$ cat src/rtl/seg_scan_ctrl_if.sv
// rtl/seg_scan_ctrl_if.sv - value/load inputs and display drive outputs of the segment scan controller
interface seg_scan_ctrl_if #(
  parameter int NUM_DIGITS = 4
);
  logic [4*NUM_DIGITS-1:0] value;
  logic                    load;
  logic [NUM_DIGITS-1:0]   dp_in;
  logic [3:0]              bcd_out;
  logic                    blank;
  logic [NUM_DIGITS-1:0]   dig_sel_n;
  logic                    dp_n;
  logic                    frame_done;

  modport master (
    output value, load, dp_in,
    input  bcd_out, blank, dig_sel_n, dp_n, frame_done
  );

  modport slave (
    input  value, load, dp_in,
    output bcd_out, blank, dig_sel_n, dp_n, frame_done
  );
endinterface

$ cat src/rtl/seg_scan_ctrl.sv
// rtl/seg_scan_ctrl.sv - multiplexed 7-segment scan with dark gaps; SEG_SCAN_LZB_EN enables leading-zero blanking
module seg_scan_ctrl #(
  parameter int NUM_DIGITS = 4,
  parameter int DIV        = 1000,
  parameter int BLANK_CYC  = 8
) (
  input logic           clk,
  input logic           rst_n,
  seg_scan_ctrl_if.slave bus
);
  localparam int MAXC = (DIV > BLANK_CYC) ? DIV : BLANK_CYC;
  localparam int CW   = (MAXC > 1) ? $clog2(MAXC) : 1;
  localparam int IW   = $clog2(NUM_DIGITS);
  localparam logic [CW-1:0] SHOW_LAST = CW'(DIV - 1);
  localparam logic [CW-1:0] GAP_LAST  = CW'(BLANK_CYC - 1);
  localparam logic [IW-1:0] IDX_LAST  = IW'(NUM_DIGITS - 1);

  typedef enum logic {GAP, SHOW} state_t;

  state_t                  state;
  logic [CW-1:0]           cnt;
  logic [IW-1:0]           idx;
  logic [4*NUM_DIGITS-1:0] pend_val, shad_val;
  logic [NUM_DIGITS-1:0]   pend_dp, shad_dp;
  logic [3:0]              bcd_r;
  logic                    blank_r;
  logic [NUM_DIGITS-1:0]   sel_r;
  logic                    dp_r;
  logic                    fd_r;

  logic [3:0]              cur_nib;
  logic                    lzb_dark;

  assign cur_nib = shad_val[{idx, 2'b00} +: 4];

`ifdef SEG_SCAN_LZB_EN
  logic [NUM_DIGITS:0] upper_zero;

  // upper_zero[k]: nibble k and every nibble above it are zero
  always_comb begin
    upper_zero = '0;
    upper_zero[NUM_DIGITS] = 1'b1;
    for (int k = NUM_DIGITS - 1; k >= 0; k--) begin
      upper_zero[k] = upper_zero[k+1] && (shad_val[4*k +: 4] == 4'h0);
    end
  end

  // a leading zero stays dark unless its decimal point is requested; digit 0 always shows
  assign lzb_dark = (idx != '0) && upper_zero[idx] && !shad_dp[idx];
`else
  assign lzb_dark = 1'b0;
`endif

  // scan state machine; outputs are set on phase transitions so a lit digit never changes
  always_ff @(posedge clk or negedge rst_n) begin
    if (!rst_n) begin
      state    <= GAP;
      cnt      <= '0;
      idx      <= '0;
      pend_val <= '0;
      pend_dp  <= '0;
      shad_val <= '0;
      shad_dp  <= '0;
      bcd_r    <= 4'h0;
      blank_r  <= 1'b1;
      sel_r    <= '1;
      dp_r     <= 1'b1;
      fd_r     <= 1'b0;
    end else begin
      fd_r <= 1'b0;
      if (bus.load) begin
        pend_val <= bus.value;
        pend_dp  <= bus.dp_in;
      end
      case (state)
        GAP: begin
          if (cnt == GAP_LAST) begin
            state <= SHOW;
            cnt   <= '0;
            bcd_r <= cur_nib;
            if (!lzb_dark) begin
              sel_r   <= ~(NUM_DIGITS'(1) << idx);
              blank_r <= 1'b0;
              dp_r    <= ~shad_dp[idx];
            end
          end else begin
            cnt <= cnt + 1'b1;
          end
        end
        SHOW: begin
          if (cnt == SHOW_LAST) begin
            state   <= GAP;
            cnt     <= '0;
            sel_r   <= '1;
            blank_r <= 1'b1;
            dp_r    <= 1'b1;
            if (idx == IDX_LAST) begin
              idx      <= '0;
              fd_r     <= 1'b1;
              shad_val <= pend_val;
              shad_dp  <= pend_dp;
            end else begin
              idx <= idx + 1'b1;
            end
          end else begin
            cnt <= cnt + 1'b1;
          end
        end
        default: state <= GAP;
      endcase
    end
  end

  assign bus.bcd_out    = bcd_r;
  assign bus.blank      = blank_r;
  assign bus.dig_sel_n  = sel_r;
  assign bus.dp_n       = dp_r;
  assign bus.frame_done = fd_r;
endmodule
$ cat src/flat_wrapper.sv
// flat-port wrapper written by rule: the top's interface ports become plain ports
module seg_scan_ctrl_flat 
#(
  parameter int NUM_DIGITS = 4,
  parameter int DIV        = 1000,
  parameter int BLANK_CYC  = 8
)
  (clk, rst_n, bus_value, bus_load, bus_dp_in, bus_bcd_out, bus_blank, bus_dig_sel_n, bus_dp_n, bus_frame_done);
  seg_scan_ctrl_if #(.NUM_DIGITS(NUM_DIGITS)) bus_i ();
  input logic clk;
  input logic rst_n;
  input wire logic [$bits(bus_i.value)-1:0] bus_value;
  input wire logic [$bits(bus_i.load)-1:0] bus_load;
  input wire logic [$bits(bus_i.dp_in)-1:0] bus_dp_in;
  output wire logic [$bits(bus_i.bcd_out)-1:0] bus_bcd_out;
  output wire logic [$bits(bus_i.blank)-1:0] bus_blank;
  output wire logic [$bits(bus_i.dig_sel_n)-1:0] bus_dig_sel_n;
  output wire logic [$bits(bus_i.dp_n)-1:0] bus_dp_n;
  output wire logic [$bits(bus_i.frame_done)-1:0] bus_frame_done;
  assign bus_i.value = bus_value;
  assign bus_i.load = bus_load;
  assign bus_i.dp_in = bus_dp_in;
  assign bus_bcd_out = bus_i.bcd_out;
  assign bus_blank = bus_i.blank;
  assign bus_dig_sel_n = bus_i.dig_sel_n;
  assign bus_dp_n = bus_i.dp_n;
  assign bus_frame_done = bus_i.frame_done;
  seg_scan_ctrl #(.NUM_DIGITS(NUM_DIGITS), .DIV(DIV), .BLANK_CYC(BLANK_CYC)) u_core (.clk(clk), .rst_n(rst_n), .bus(bus_i));
endmodule
$ cat config.mk
export PLATFORM = sky130hd
export DESIGN_NAME = seg_scan_ctrl_flat
export DESIGN_NICKNAME = d
export VERILOG_FILES = /design/src/rtl/seg_scan_ctrl_if.sv /design/src/rtl/seg_scan_ctrl.sv /design/src/flat_wrapper.sv
export SDC_FILE = /design/constraint.sdc
export NUM_CORES = 1
export LEC_CHECK = 0
export ABC_AREA = 1
export ABC_CLOCK_PERIOD_IN_PS = 2700
export BUFFER_PORTS_ARGS = -buffer_cell sky130_fd_sc_hd__buf_2
export CELL_PAD_IN_SITES_DETAIL_PLACEMENT = 1
export CELL_PAD_IN_SITES_GLOBAL_PLACEMENT = 2
export CORE_MARGIN = 2
export CORE_UTILIZATION = 39
export DETAILED_ROUTE_END_ITERATION = 12
export HOLD_SLACK_MARGIN = 0.15
export PLACE_DENSITY_LB_ADDON = 0.1
export SYNTH_ARGS = -nofsm -noshare
export SYNTH_HDL_FRONTEND = slang
export SYNTH_SLANG_ARGS = --single-unit
$ cat constraint.sdc
create_clock -name clk -period 2.7 [get_ports clk]
set_input_delay 0.135 -clock clk [delete_from_list [all_inputs] [get_ports clk]]
set_output_delay 0.135 -clock clk [all_outputs]
set_load 0.01 [all_outputs]
After elaboration in Yosys (flattened, before gate mapping). Cells that the tools add are included.

Multiplexer cells: 20. Shift-type cells: 2. Add/sub/neg operators: 2. Eq/ne operators: 5. Bitwise logic cells: 3. Magnitude comparators: 1. Reduce and logical (&&, ||, !) cells: 4.

Operators by type and width (count): $mux 10 (2); $pmux 10 s2 (1); $shiftx 16x5->4 (1); $add 10x1->10 const B (1); $eq 10x10->1 const B (1); $eq 10x3->1 const B (1); $mux 1 (9); $mux 4 (2); $pmux 4 s2 (1); $pmux 1 s2 (3); $reduce_and 2->1 (3); $not 4->4 (1); $shl 1x2->4 const A (1); $lt 2x3->1 const B (1); $reduce_and 3->1 (1); $add 2x1->2 const B (1); $bmux 1 s2 (1); $eq 2x2->1 const B (1); $mux 2 (1); $ne 2x1->1 const B (1); $ne 2x2->1 const B (1); $not 1->1 (2).

Bits of input ports: 23. Bits in registers: 64.

Depth between registers and ports, before layout. Gate-level depths: netlist (run 1).

Word-level depth: 5. Mapped depth: 9.

Worst setup path after synthesis (run 1). OpenSTA, ideal clock, no wires.

Path type: reg-to-reg. Start point: reg u_core.cnt[0]. End point: reg u_core.bcd_r[0] (netlist: u_core.bus.bcd_out[0]). Arrival: 1259 ps. Data required time: 2582 ps. Setup slack: 1323 ps. Stages on the path, launching flop included: 8. Path buffers: 1. Clock period less this slack: 1377 ps. Setup time: 118 ps. Cell sequence: dfrtp_1 ha_1 nand2_2 nor2_4 nand3_2 buf_2 nor2_1 nor2_1.

Longest elaborated chain between the ends: 2.

RTL lines: start, declared (line seg_scan_ctrl.sv:21) `logic [CW-1:0] cnt;`; start signal, assigned (line seg_scan_ctrl.sv:87) `cnt <= cnt + 1'b1;`; start signal, assigned (line seg_scan_ctrl.sv:106) `cnt <= cnt + 1'b1;`; $eq 10x3->1 (line seg_scan_ctrl.sv:77) `if (cnt == GAP_LAST) begin`; $reduce_and 2->1 (no line); end signal, assigned (line seg_scan_ctrl.sv:80) `bcd_r <= cur_nib;`; end, declared (line seg_scan_ctrl.sv:25) `logic [3:0] bcd_r;`.

Every way passes these cells. A chain may end at the register's enable or synchronous reset.

Final worst setup path (run 1).
Start point: reg u_core.cnt[0]. End point: reg u_core.shad_val[0].

Longest elaborated chain between the ends: 2.

RTL lines: $eq 10x10->1 (line seg_scan_ctrl.sv:91) `if (cnt == SHOW_LAST) begin`; $reduce_and 3->1 (no line); end signal, assigned (line seg_scan_ctrl.sv:100) `shad_val <= pend_val;`; end, declared (line seg_scan_ctrl.sv:23) `logic [4*NUM_DIGITS-1:0] pend_val, shad_val;`.

Every way passes these cells.

==> flow_metrics.tcl, run 1 <==
set metrics [dict create \
    outcome "finished clean" \
    antenna_found_initial 0 \
    power_leakage_nw 1.754 \
    post-cts-setup-buffers 0 \
    fillers 875 \
    ys_ff_latch 64 \
    hold_viol 0 \
    cts_inserted_buffers 9 \
    pre_cts_ws_ps 965.2 \
    num_io_pins 34 \
    cp.required_ps 2980 \
    maxSlewHeadroom_pct 52.43 \
    clkTransAtPathRegs_ps 80 \
    ys.flop_type "dfrtp_1" \
    multi_input_area_um2 1195 \
    register_area_um2 1609 \
    wl_met2_um 2936 \
    die_h_um 90.92 \
    slowest_stage "nor2_4" \
    peakVddDrop_mv 0.3744 \
    clock_path_buffers 2 \
    drc 0 \
    async_flop_share_pct 100.0 \
    ys_types 25 \
    synth.avg_cell_area_um2 9.567 \
    clock_latency_ps 340 \
    skew_ps 5.902 \
    worstMarginPinSlew_ps 713.5 \
    synth_seq_area_share_pct 54.61 \
    vias_per_cell 4.680 \
    num_vias 2195 \
    placed_area_um2 3179 \
    die_w_um 90.92 \
    grt_pass1_wl_um 11680 \
    coreArea_um2 7292 \
    critPathLaunchType "flip-flop" \
    die_area_um2 8266 \
    diodes 0 \
    path_cells "ha_1, nand2_2, nor2_4, nand3_4, nor2_4, nand3_1, nand2_1" \
    antenna_left 0 \
    hpwl_um 4408 \
    critPathArrivalTime_ps 2010 \
    firstDrtPassIters 4 \
    synth_top_cell_by_area "dfrtp_1" \
    root_buffer "clkbuf_8" \
    fin_crit_ps 1726 \
    total_power_w 0.001917 \
    start_util_pct 40.41 \
    setup_viol 0 \
    avgRoutedWirePerCell_um 13.68 \
    grt_max_degree 33 \
    holdCritPathClass "in -> reg" \
    rows 31 \
    drtIter0Drc 57 \
    yosys.area.top_type_share_pct 49.26 \
    htreeDepth 3 \
    port_buffers 33 \
    wl_met3_um 219 \
    synth_common_cells "92 x nand2_1, 58 x dfrtp_1, 32 x nor2_1, 30 x nand3_1, 20 x mux2_2" \
    power_density_nw_per_um2 534.8 \
    crit_type "reg -> reg" \
    netlist_instances 308 \
    path_common_cell "nor2_4" \
    synthesis.area_um2 2947 \
    synth_warnings 0 \
    grt.overflow.total 0 \
    worst-path-max-fanout 23 \
    syn_nets 336 \
    cap_violations 0 \
    fin_area_um2 3585 \
    slowest_delay_ps 440 \
    maxSlewViolCount 0 \
    fin_crit_sh_pct 63.94 \
    top_layer "met4" \
    fmax_mhz 579.2 \
    yosysMostFrequentCell "nand2_1" \
    instances_no_fill 469 \
    wl_um 6416 \
    clock-sinks 64 \
    crit_path_end_kind "flip-flop" \
    synth_edf_count 0 \
    placed_cells 432 \
    area_growth_pct 21.66 \
    synthTopCellsByArea "dfrtp_1 49%, nand2_1 12%, mux2_2 7.6%" \
    grt_usage_pct 17.72 \
    layout_setup_ws_ps 973.5 \
    cts_tree "yes" \
    final_nets 393 \
    grt_pass1_vias 2387 \
    drive_gt1_share_pct 25.41 \
    tns_ps 0 \
    wl_met1_um 3182 \
    place_congestion 0.7692 \
    rsz0062_at_grt "no" \
]
worst max-delay path, delay by kind of cell, from the launching register on:
kind          cells  cell delay [ps]
flops             1              370
simple gates      6             1070
fa+ha+maj         1              230
state kept, by name, summed over array words and instances, names as in the netlist:
signal and count:
u_core.pend_val 16, u_core.shad_val 16, u_core.cnt 10, u_core.bus.bcd_out 4, u_core.bus.dig_sel_n 4, u_core.pend_dp 4
u_core.shad_dp 4, u_core.idx 2, u_core.bus.blank 1, u_core.bus.dp_n 1, u_core.bus.frame_done 1, u_core.state 1
layout by cell type (no fill, tap or decap):
cell type and instances:
nand2_1 92, dfrtp_1 58, buf_2 33, nor2_1 32, nand3_1 30, dlygate4sd3_1 21
mux2_2 20, o21ai_0 13, inv_1 12, clkbuf_8 9, dfstp_2 6, xor2_1 5
ha_1 5, buf_4 5, nor2_4 4, a21oi_1 4, nand2_2 3, clkinvlp_4 3
nor3_1 2, nand3_2 2, nand4_1 2, clkinv_2 2, nand4_4 1, inv_2 1
nand2_4 1, nor2_2 1, nand3_4 1, inv_6 1, bufinv_16 1
per-stage QoR:
step | hold slack, ps | utilization, %
floorplan | -160.6 | -
global placement | 229.5 | 43.60
detailed placement | 230.6 | 43.60
CTS | 341.5 | 49.16
global route | 351.3 | 49.16
finish | 339.4 | 49.16
layer usage:
metal	track usage, %	up-vias
li1	-	1110
met1	23.88	1040
met5	0	-
met2	28.15	38
met4	5.303	0
met3	4.591	7
cells by family (layout without fill, tap and decap cells):
family          Yosys count  in the layout  share of synthesized area, %
compound gates           17             17                         2.887
xor+xnor                  5              5                         1.486
fa+ha+maj                 5              5                         2.123
buf+inv                  26             88                         4.840
flops                    64             64                         54.61
mux                      20             20                         7.643
simple gates            171            171                         26.41
cell type report:
cell class              instances  area share, %
well taps                      99          3.456
repair buffers                 59          11.52
multi-input cells             218          33.33
clock buffers                   9          3.456
inverters                      13          1.361
clock inverters                 7          1.990
flip-flops and latches         64          44.89
timing repair:
item | 4_1_cts | 5_1_grt
resized for setup | 0 | 0
hold buffers | 21 | 0
hold endpoints to repair | 50 | 0
power by group:
group	internal [W]	switching, W
logic	0.0000587	0.0000382
registers	0.000989	0.0000168
clock network	0.000425	0.000389
total	0.00147	0.000444
final timing paths:
path / start / to / slack [ps] / depth (start not counted)
min in group asynchronous: rst_n / u_core.cnt[3] / 370 / 2
setup / recovery: u_core.cnt[0] / u_core.shad_val[0] / 970 / 7
setup reg to reg: u_core.cnt[0] / u_core.shad_val[0] / 970 / 7
hold / removal: bus_load / u_core.pend_val[10] / 340 / 2
max in group asynchronous: rst_n / u_core.bus.dp_n / 1550 / 3
hold reg to reg: u_core.cnt[0] / u_core.cnt[0] / 460 / 1
Note: power is estimated with default switching activity, not from simulation.
==> run 2, diff against run 1 <==
Settings changed: ABC_CLOCK_PERIOD_IN_PS 2700 to 1500, CORE_UTILIZATION 39 to 33.
Clock period 2.7 ns to 1.5 ns, I/O delays scaled along.
==> flow_metrics.tcl, run 2 (synthesis gave the netlist of run 1 again) <==
set metrics [dict create \
    num_vias 2288 \
    vias_per_cell 4.650 \
    maxSlewHeadroom_pct 70.98 \
    worst-path-max-fanout 23 \
    htreeDepth 3 \
    worstMarginPinSlew_ps 435.3 \
    clock-sinks 64 \
    grt_usage_pct 16.17 \
    grt_pass1_wl_um 12450 \
    root_buffer "clkbuf_8" \
    die_h_um 98.50 \
    p_int_w 0.002705 \
    grt_max_degree 65 \
    grt.overflow.total 0 \
    final_core_util_pct 43.92 \
    multi_input_area_um2 1241 \
    netSwitchingPower_w 0.0008356 \
    diodes 0 \
    rsz0062_at_grt "yes" \
    place_congestion 0.7613 \
    path_cells "ha_4, nand2_4, nor2_4, nand3_4, nor2_4, buf_12, nand3_1, nand2_1" \
    skew_ps 7.404 \
    clkTransAtPathRegs_ps 80 \
    drtIter0Drc 38 \
    pwr-share-comb_pct 5.0 \
    wl_um 6894 \
    register_area_um2 1609 \
    peakVddDrop_mv 0.3329 \
    path_common_cell "nor2_4" \
    cts_inserted_buffers 9 \
    num_io_pins 34 \
    seq_power_share_pct 51.1 \
    drc 0 \
    fmax_mhz 689.7 \
    antenna_left 0 \
    placed_area_um2 3331 \
    switching_share_pct 23.60 \
    antenna_found_initial 0 \
    layout_commonest_cell "nand2_1" \
    power_density_nw_per_um2 929.0 \
    cap_violations 0 \
    holdCritPathClass "in -> async" \
    crit_type "reg -> reg" \
    area_growth_pct 29.34 \
    port_buffers 33 \
    clock_path_buffers 2 \
    drive_gt1_share_pct 29.17 \
    slowest_delay_ps 400 \
    layout_setup_ws_ps 50.12 \
    fillers 1015 \
    hold_viol 0 \
    maxSlewViolCount 0 \
    final_nets 407 \
    hpwl_um 4608 \
    firstDrtPassIters 4 \
    coreArea_um2 8678 \
    fin_crit_sh_pct 96.66 \
    fin_crit_ps 1450 \
    critPathArrivalTime_ps 1730 \
    rows 34 \
    die_area_um2 9701 \
    grt_pass1_vias 2464 \
    setup_viol 0 \
    slowest_stage "dfrtp_1" \
    final_cell_mix "92 x nand2_1, 58 x dfrtp_1, 33 x buf_2" \
    die_w_um 98.50 \
    cts_tree "yes" \
    critPathLaunchType "flip-flop" \
    avgRoutedWirePerCell_um 14.01 \
    cp.required_ps 1780 \
    power_leakage_nw 1.874 \
    clock_latency_ps 340 \
    outcome "finished clean" \
    top_regs "u_core.pend_val (16), u_core.shad_val (16), u_core.cnt (10)" \
    pwr-share-clk_pct 43.9 \
    start_util_pct 33.95 \
    crit_path_end_kind "flip-flop" \
    fin_area_um2 3811 \
    pre_cts_ws_ps -41.02 \
]
-- run 2: power by group through the flow --
stage / Combinational, W / Sequential [W] / Clock [W]
final: 0.000177 / 0.00181 / 0.00155
after global routing: 0.000198 / 0.00182 / 0.00168
after CTS: 0.000182 / 0.00181 / 0.00161
after detailed placement: 0.000140 / 0.00184 / 0
after global placement: 0.000136 / 0.00184 / 0
after floorplan: 0.0000647 / 0.00183 / 0
-- run 2: repair_timing --
item                                    in CTS  in global routing
gates resized for setup                      4                  5
endpoints found under the setup margin      16                 29
hold buffers                                21                  0
buffers inserted                             0                  2
pin swaps                                    0                  1
hold endpoints to repair                    84                  0
-- run 2: final cells by class --
type | instances | area share [%]
flip-flops and latches | 64 | 42.22
multi-input cells | 218 | 32.57
repair buffers | 73 | 15.00
clock buffers | 10 | 3.611
well taps | 108 | 3.546
clock inverters | 6 | 1.773
inverters | 13 | 1.280
-- run 2: path summary, 6_finish.rpt --
path	to	from	cells after the start	slack (ps)
max in group asynchronous	u_core.bus.dp_n	rst_n	3	910
worst max-delay path	u_core.shad_val[11]	u_core.cnt[0]	8	50
worst min register to register	u_core.bus.blank	u_core.bus.blank	2	460
min in group clk	u_core.pend_val[5]	bus_load	2	280
worst max register to register	u_core.shad_val[11]	u_core.cnt[0]	8	50
worst min-delay path	u_core.cnt[9]	rst_n	3	260
-- run 2: through the flow --
step	setup TNS (ps)	hold slack, ps	power [W]	instances
detailed placement	-146.3	123.6	0.001985	453
CTS	0	267.5	0.003600	490
global route	-1300	288.8	0.003699	492
floorplan	0	-220.6	0.001897	308
global placement	0	126.2	0.001979	453
finish	0	255.2	0.003540	492
-- run 2: routing by layer --
metal	track usage, %	vias to the layer above	wire (um)
li1	-	1136	-
met1	22.46	1105	3501
met2	24.86	37	3074
met3	3.050	10	188
met4	6.955	0	129
met5	0	-	0
-- run 2: worst max-delay path, delay by kind of cell (launching register included) --
kind / cells / cell delay, ps
flip-flops: 1 / 400
buffers and inverters: 1 / 170
adder cells (fa/ha/maj): 1 / 180
AND/OR/NAND/NOR: 6 / 650
==> run 3, diff against run 2 <==
Settings changed: RECOVER_POWER from default to 100.
==> flow_metrics.tcl, run 3 (synthesis gave the netlist of run 1 again) <==
set metrics [dict create \
    outcome "finished clean" \
    port_buffers 33 \
    critPathArrivalTime_ps 1740 \
    holdCritPathClass "in -> reg" \
    layout_commonest_cell "nand2_1" \
    grt_pass1_vias 2464 \
    drtIter0Drc 44 \
    area_growth_pct 28.70 \
    diodes 0 \
    place_congestion 0.7613 \
    final_cell_mix "92 x nand2_1, 58 x dfrtp_1, 31 x nor2_1" \
    skew_ps 7.922 \
    clkTransAtPathRegs_ps 80 \
    cts_tree "yes" \
    grt_usage_pct 16.17 \
    clock_path_buffers 2 \
    path_common_cell "nor2_4" \
    maxSlewHeadroom_pct 41.17 \
    cp.required_ps 1780 \
    slowest_stage "dfrtp_1" \
    fin_crit_ps 1453 \
    cap_violations 0 \
    critPathLaunchType "flip-flop" \
    grt_pass1_wl_um 12450 \
    hold_viol 0 \
    htreeDepth 3 \
    final_nets 407 \
    cpLargestDelayFamily "simple AND/OR/NAND/NOR gates" \
    fin_area_um2 3792 \
    fillers 1014 \
    power_leakage_nw 1.847 \
    crit_path_end_kind "flip-flop" \
    worstMarginPinSlew_ps 882.5 \
    rows 34 \
    wl_um 6906 \
    crit_type "reg -> reg" \
    whs_ps 277.2 \
    setup_viol 0 \
    peakVddDrop_mv 0.3313 \
    placed_area_um2 3331 \
    drc 0 \
    antenna_found_initial 0 \
    slowest_delay_ps 410 \
    worst-path-max-fanout 23 \
    avgRoutedWirePerCell_um 14.04 \
    antenna_left 0 \
    rsz0062_at_grt "yes" \
    num_vias 2295 \
    power_density_nw_per_um2 932.7 \
    clock-sinks 64 \
    path_cells "ha_4, nand2_4, nor2_4, nand3_4, nor2_4, buf_12, nand3_1, nand2_1" \
    firstDrtPassIters 3 \
    top_regs "u_core.pend_val (16), u_core.shad_val (16), u_core.cnt (10)" \
    fmax_mhz 688.3 \
    grt.overflow.total 0 \
    die_h_um 98.50 \
    coreArea_um2 8678 \
    die_area_um2 9701 \
    fin_crit_sh_pct 96.86 \
    clock_latency_ps 340 \
    die_w_um 98.50 \
    hpwl_um 4608 \
    cts_inserted_buffers 9 \
    grt_max_degree 65 \
    crit_buf_inv 1 \
    drive_gt1_share_pct 27.86 \
    root_buffer "clkbuf_8" \
    vias_per_cell 4.665 \
    start_util_pct 33.95 \
    num_io_pins 34 \
    maxSlewViolCount 0 \
]
==> run 3: per-layer routing <==
| layer | up-vias | part of all wire (%) | GRT usage (%) | wire, um |
|---|---|---|---|---|
| met1 | 1115 | 50 | 22.46 | 3442 |
| met3 | 10 | 2.8 | 3.050 | 196 |
| met4 | 0 | 1.9 | 6.955 | 130 |
| met2 | 34 | 45 | 24.86 | 3137 |
| li1 | 1136 | - | - | - |
| met5 | - | 0 | 0 | 0 |
==> run 3: where the power goes <==
part           leakage, nW  internal [W]  switching (W)  total [W]
combinational        0.941      0.000104      0.0000678   0.000171
clock               0.0989      0.000818       0.000738    0.00156
sequential           0.808       0.00178      0.0000303    0.00181
total                 1.85       0.00270       0.000836    0.00354
==> run 3: path summary, 6_finish.rpt <==
kind,startpoint,endpoint,slack (ps),cells after the start
setup / recovery,u_core.cnt[0],u_core.shad_val[11],50,8
hold / removal,bus_load,u_core.pend_val[5],280,2
setup reg to reg,u_core.cnt[0],u_core.shad_val[11],50,8
hold reg to reg,u_core.bus.blank,u_core.bus.blank,460,2
max in group asynchronous,rst_n,u_core.shad_val[14],440,3
min in group asynchronous,rst_n,u_core.cnt[9],490,3
==> run 3: worst reg2reg max path, cell delays in order, from the launching register on <==
cell and delay, ps:
dfrtp_1 410, ha_4 180, nand2_4 70, nor2_4 190, nand3_4 110, nor2_4 110, buf_12 170, nand3_1 110
nand2_1 70
==> run 3: area by class of cell <==
class	instances	area (um2)	area share, %
inverters	13	48.80	1.287
well taps	108	135.1	3.563
repair buffers	73	553.0	14.58
clock buffers	10	137.6	3.629
clock inverters	6	67.56	1.782
flip-flops and latches	64	1609	42.43
multi-input cells	218	1241	32.73
==> run 3: metrics by stage <==
step	utilization (%)	power, W	cells	TNS (ps)	worst slack (ps)
floorplan	-	0.001897	308	0	122.8
global placement	38.38	0.001979	453	0	30.51
detailed placement	38.38	0.001985	453	-146.3	-41.02
CTS	43.44	0.003600	490	0	0.9093
global route	43.70	0.003695	492	-1300	-93.18
finish	43.70	0.003537	492	0	47.06
==> run 3: timing repair <==
| action | 4_1_cts | 5_1_grt |
|---|---|---|
| pin swaps | 0 | 1 |
| setup buffers | 0 | 2 |
| endpoints found under the hold margin | 84 | 0 |
| endpoints found under the setup margin | 16 | 29 |
| gates resized for setup | 4 | 5 |
| hold buffers | 21 | 0 |
